## src/rtl/input_debouncer.sv

```systemverilog
// input_debouncer: synchronizes a raw level and filters short pulses.
// Drives a clean level, edge strobes and a saturating glitch count.
module input_debouncer #(
    parameter int STABLE_CYCLES = 4,
    parameter int CNT_W         = 8
) (
    input  logic             clk,
    input  logic             reset,
    input  logic             din,
    input  logic             enable,
    input  logic             glitch_clr,
    output logic             d,
    output logic             rise,
    output logic             fall,
    output logic [CNT_W-1:0] glitch_cnt
);

    localparam int CW = $clog2(STABLE_CYCLES + 1);
    localparam logic [CW-1:0] LAST = CW'(STABLE_CYCLES - 1);
    localparam logic [CW-1:0] ONE = CW'(1);
    localparam logic [CNT_W-1:0] GMAX = '1;

    typedef enum logic [1:0] {
        LOW,
        CHK_HI,
        HIGH,
        CHK_LO
    } state_t;

    state_t        state;
    state_t        state_nxt;
    logic [CW-1:0] cnt;
    logic [CW-1:0] cnt_nxt;
    logic          s1;
    logic          s2;
    logic          d_nxt;
    logic          rise_nxt;
    logic          fall_nxt;
    logic          reject;

    // Two-flop synchronizer, free running regardless of enable.
    always_ff @(posedge clk or negedge reset) begin
        if (!reset) begin
            s1 <= 1'b0;
            s2 <= 1'b0;
        end else begin
            s1 <= din;
            s2 <= s1;
        end
    end

    // State, stability counter and registered outputs.
    always_ff @(posedge clk or negedge reset) begin
        if (!reset) begin
            state <= LOW;
            cnt   <= '0;
            d     <= 1'b0;
            rise  <= 1'b0;
            fall  <= 1'b0;
        end else begin
            state <= state_nxt;
            cnt   <= cnt_nxt;
            d     <= d_nxt;
            rise  <= rise_nxt;
            fall  <= fall_nxt;
        end
    end

    // Next-state logic: count equal samples of s2 until the level is accepted.
    always_comb begin
        state_nxt = state;
        cnt_nxt   = cnt;
        d_nxt     = d;
        rise_nxt  = 1'b0;
        fall_nxt  = 1'b0;
        reject    = 1'b0;
        unique case (state)
            LOW: begin
                if (enable && s2) begin
                    state_nxt = CHK_HI;
                    cnt_nxt   = ONE;
                end
            end
            CHK_HI: begin
                if (!enable) begin
                    state_nxt = LOW;
                    cnt_nxt   = '0;
                end else if (!s2) begin
                    state_nxt = LOW;
                    cnt_nxt   = '0;
                    reject    = 1'b1;
                end else if (cnt == LAST) begin
                    state_nxt = HIGH;
                    cnt_nxt   = '0;
                    d_nxt     = 1'b1;
                    rise_nxt  = 1'b1;
                end else begin
                    cnt_nxt = cnt + ONE;
                end
            end
            HIGH: begin
                if (enable && !s2) begin
                    state_nxt = CHK_LO;
                    cnt_nxt   = ONE;
                end
            end
            CHK_LO: begin
                if (!enable) begin
                    state_nxt = HIGH;
                    cnt_nxt   = '0;
                end else if (s2) begin
                    state_nxt = HIGH;
                    cnt_nxt   = '0;
                    reject    = 1'b1;
                end else if (cnt == LAST) begin
                    state_nxt = LOW;
                    cnt_nxt   = '0;
                    d_nxt     = 1'b0;
                    fall_nxt  = 1'b1;
                end else begin
                    cnt_nxt = cnt + ONE;
                end
            end
        endcase
    end

    // Saturating glitch counter; a clear beats a same-cycle rejection.
    always_ff @(posedge clk or negedge reset) begin
        if (!reset) begin
            glitch_cnt <= '0;
        end else if (glitch_clr) begin
            glitch_cnt <= '0;
        end else if (reject && glitch_cnt != GMAX) begin
            glitch_cnt <= glitch_cnt + 1'b1;
        end
    end

endmodule

```

## config.mk

```make
export PLATFORM = sky130hd
export DESIGN_NAME = input_debouncer
export DESIGN_NICKNAME = d
export VERILOG_FILES = /design/src/rtl/input_debouncer.sv
export SDC_FILE = /design/constraint.sdc
export NUM_CORES = 1
export LEC_CHECK = 0
export ABC_AREA = 1
export CAP_MARGIN = 15
export CORE_ASPECT_RATIO = 1.25
export CORE_UTILIZATION = 40
export CTS_CLUSTER_DIAMETER = 30
export DETAILED_ROUTE_END_ITERATION = 6
export PLACE_DENSITY = 0.6
export SYNTH_ARGS = -nofsm -noshare
export SYNTH_HDL_FRONTEND = slang
export SYNTH_SLANG_ARGS = --single-unit
```

## constraint.sdc

```tcl
create_clock -name clk -period 1.9 [get_ports clk]
set_input_delay 0.38 -clock clk [delete_from_list [all_inputs] [get_ports clk]]
set_output_delay 0.38 -clock clk [all_outputs]
set_load 0.01 [all_outputs]
```

==> impl_metrics.sql <==
INSERT INTO impl_metrics (metric_group, metric, value, unit) VALUES
('outcome', 'result_of_the_run', 'complete, no violations', ''),
('synth', 'yosys_register_bits', '18', ''),
('cts', 'clk_path_buf_depth', '2', ''),
('cts', 'cts_tree', 'yes', ''),
('setup_path', 'crit_path_end_kind', 'primary output', ''),
('cts', 'tritoncts.num_buffers', '3', ''),
('power', 'post-layout-total-power', '0.9844', 'mW'),
('run', 'cap_viol_max_count', '0', ''),
('setup_path', 'crit_family', 'buffers and inverters', ''),
('timing', 'fin_crit', '1723', 'ps'),
('min_path', 'hold_path_end', 's2$_DFF_PN0_', ''),
('cts', 'cts_num_sinks', '18', ''),
('layout', 'final-seq-area', '450.4', 'um2'),
('floorplanning', 'die_h', '57.83', 'um'),
('routing', 'drt.antenna.violating_nets', '0', ''),
('setup_path', 'timing.setup.critical_path_class', 'register to primary output', ''),
('routing', 'drt_pass1_iterations', '4', ''),
('setup_path', 'worst_path_max_delay_cell', 'clkdlybuf4s50_1', ''),
('power', 'leakage', '0.6034', 'nW'),
('layout', 'layout_common_cells', '45 x nand2_1, 21 x inv_1, 18 x dfrtp_1', ''),
('cts', 'cts.repair.resized', '0', ''),
('layout', 'fill_cells', '226', ''),
('global_routing', 'grt_max_degree', '19', ''),
('setup_path', 'critical_path.startpoint_type', 'register', ''),
('floorplanning', 'placementRows', '19', ''),
('min_path', 'hold-path-cell-count', '0', ''),
('global_routing', 'grt_antenna_before_repair', '0', ''),
('setup_path', 'timing.rr.start', 'state[1]$_DFFE_PN0P_', ''),
('layout', 'instances_no_fill', '186', ''),
('routing', 'initialDrtViolationCount', '13', ''),
('cts', 'cts_htree_levels', '1', ''),
('placement', 'portBuffers', '15', ''),
('setup_path', 'timing.critical_path.required', '1520', 'ps'),
('layout', 'area_occupied_by_multi_input_gates', '451.7', 'um2'),
('cts', 'clk_root_buffer_cell', 'clkbuf_4', ''),
('routing', 'finalWirelength', '2025', 'um'),
('min_path', 'min-delay-start', 's1$_DFF_PN0_', ''),
('placement', 'placement.setup.worst_slack', '142.7', 'ps'),
('timing', 'timing.final.ws_setup', '177.2', 'ps'),
('timing', 'finalMaxSlewViolations', '0', ''),
('layout', 'total_number_of_nets_in_the_final_design', '164', ''),
('cts', 'cts.hold.buffers_added', '0', ''),
('layout', 'final_common_cell', 'nand2_1', ''),
('setup_path', 'crit_path_max_fanout', '7', ''),
('timing', 'finalClockSkew', '1.808', 'ps'),
('power', 'power.density', '800.4', 'mW/mm2'),
('setup_path', 'timing.critical_path.arrival', '1340', 'ps'),
('floorplanning', 'design.die.area', '0.002698', 'mm2'),
('cts', 'post_cts_buffers', '0', ''),
('routing', 'detail_route.vias_per_cell', '4.823', ''),
('global_routing', 'grt_usage', '18.91', '%'),
('floorplanning', 'initial_utilization', '43.70', '%'),
('floorplanning', 'fp.coreArea', '0.002282', 'mm2'),
('timing', 'rsz0062_at_grt', 'no', ''),
('placement', 'place_inst', '182', ''),
('setup_path', 'worst-r2r-setup-slack', '350', 'ps'),
('layout', 'drive_above_1_share', '8.387', '%'),
('power', 'worst_ir_drop_vdd', '0.0003057', 'V'),
('synth', 'synth_cell_types', '18', ''),
('floorplanning', 'ios', '16', ''),
('timing', 'fin_setup_tns', '0', 'ps'),
('timing', 'fmax', '580.4', 'MHz'),
('setup_path', 'critical_path_buf_inv_count', '1', ''),
('timing', 'report.final.setup_viol', '0', ''),
('placement', 'place_hpwl', '1586', 'um'),
('setup_path', 'ff2ff_path_depth', '8', ''),
('synth', 'netlist_area', '997.2', 'um2'),
('timing', 'hold_viol_final', '0', ''),
('min_path', 'hold_path_class', 'register to register', ''),
('synth', 'mappedNetlistNets', '143', ''),
('layout', 'flow.area_growth_from_synthesis', '23.34', '%');
## where the power goes
part           switching, mW  total, mW  internal, mW
registers             0.0346      0.466         0.431
clock network          0.117      0.233         0.117
logic                  0.176      0.285         0.109
total                  0.327      0.984         0.657
## worst max-delay path by stage
stage,startpoint,endpoint,slack [ps],depth (start not counted)
after floorplan,state[0]$_DFFE_PN0P_,glitch_cnt[0]$_DFFE_PN0P_,450,9
after global placement,enable,glitch_cnt[0]$_DFFE_PN0P_,220,7
final,glitch_cnt[2]$_DFFE_PN0P_,glitch_cnt[2],180,1
after CTS,glitch_cnt[2]$_DFFE_PN0P_,glitch_cnt[2],160,1
after detailed placement,enable,glitch_cnt[0]$_DFFE_PN0P_,140,7
after global routing,glitch_cnt[2]$_DFFE_PN0P_,glitch_cnt[2],130,1
## flip-flops by register name, indices dropped and copies added (netlist names)
signal / flops
s2: 1
d: 1
fall: 1
s1: 1
glitch_cnt: 8
cnt: 3
rise: 1
state: 2
## per-layer routing
metal  track usage, %  vias up  share of wire [%]
li1                 -      456                  -
met1            22.09      426                 42
met2            32.94       13                 54
met3            3.115        2                3.0
met4            7.755        0                1.0
met5                0        -                  0
## synth_stat cells
| cell type | count | area share (%) |
|---|---|---|
| nand2_1 | 45 | 17 |
| inv_1 | 21 | 7.9 |
| dfrtp_1 | 18 | 45 |
| nor2_1 | 15 | 5.6 |
| nand3_1 | 12 | 6.0 |
| o21ai_0 | 4 | 2.0 |
| ha_1 | 3 | 3.8 |
| nand2_2 | 3 | 1.9 |
| a21oi_1 | 2 | 1.0 |
| nand4_1 | 2 | 1.3 |
| nor2_4 | 2 | 2.3 |
| o21ai_1 | 2 | 1.0 |
| a211oi_1 | 1 | 0.75 |
| buf_4 | 1 | 0.75 |
| clkinv_4 | 1 | 0.88 |
| nand2_4 | 1 | 1.1 |
| o31ai_1 | 1 | 0.75 |
| xor2_1 | 1 | 0.88 |
## per-stage QoR
stage / cell area [um2] / hold slack [ps]
floorplan: 997.2 / 84.41
global placement: 1194 / 338.1
detailed placement: 1194 / 344.3
CTS: 1230 / 369.2
global route: 1230 / 391.4
finish: 1230 / 364.1
## kinds of logic (layout without fill, tap and decap cells)
kind of cell / Yosys count / in the layout / share of synthesized area, %
simple gates: 80 / 80 / 35.13
buf+inv: 23 / 43 / 9.537
flops: 18 / 18 / 45.17
compound gates: 10 / 10 / 5.521
fa+ha+maj: 3 / 3 / 3.765
xor+xnor: 1 / 1 / 0.8785
## area by class of cell
class | count | area share (%)
Multi-Input combinational cell | 94 | 36.72
Clock buffer | 4 | 2.950
Inverter | 22 | 7.121
Tap cell | 31 | 3.154
Sequential cell | 18 | 36.62
Timing Repair Buffer | 17 | 13.43
No activity file was read; power rests on OpenSTA's default activity.
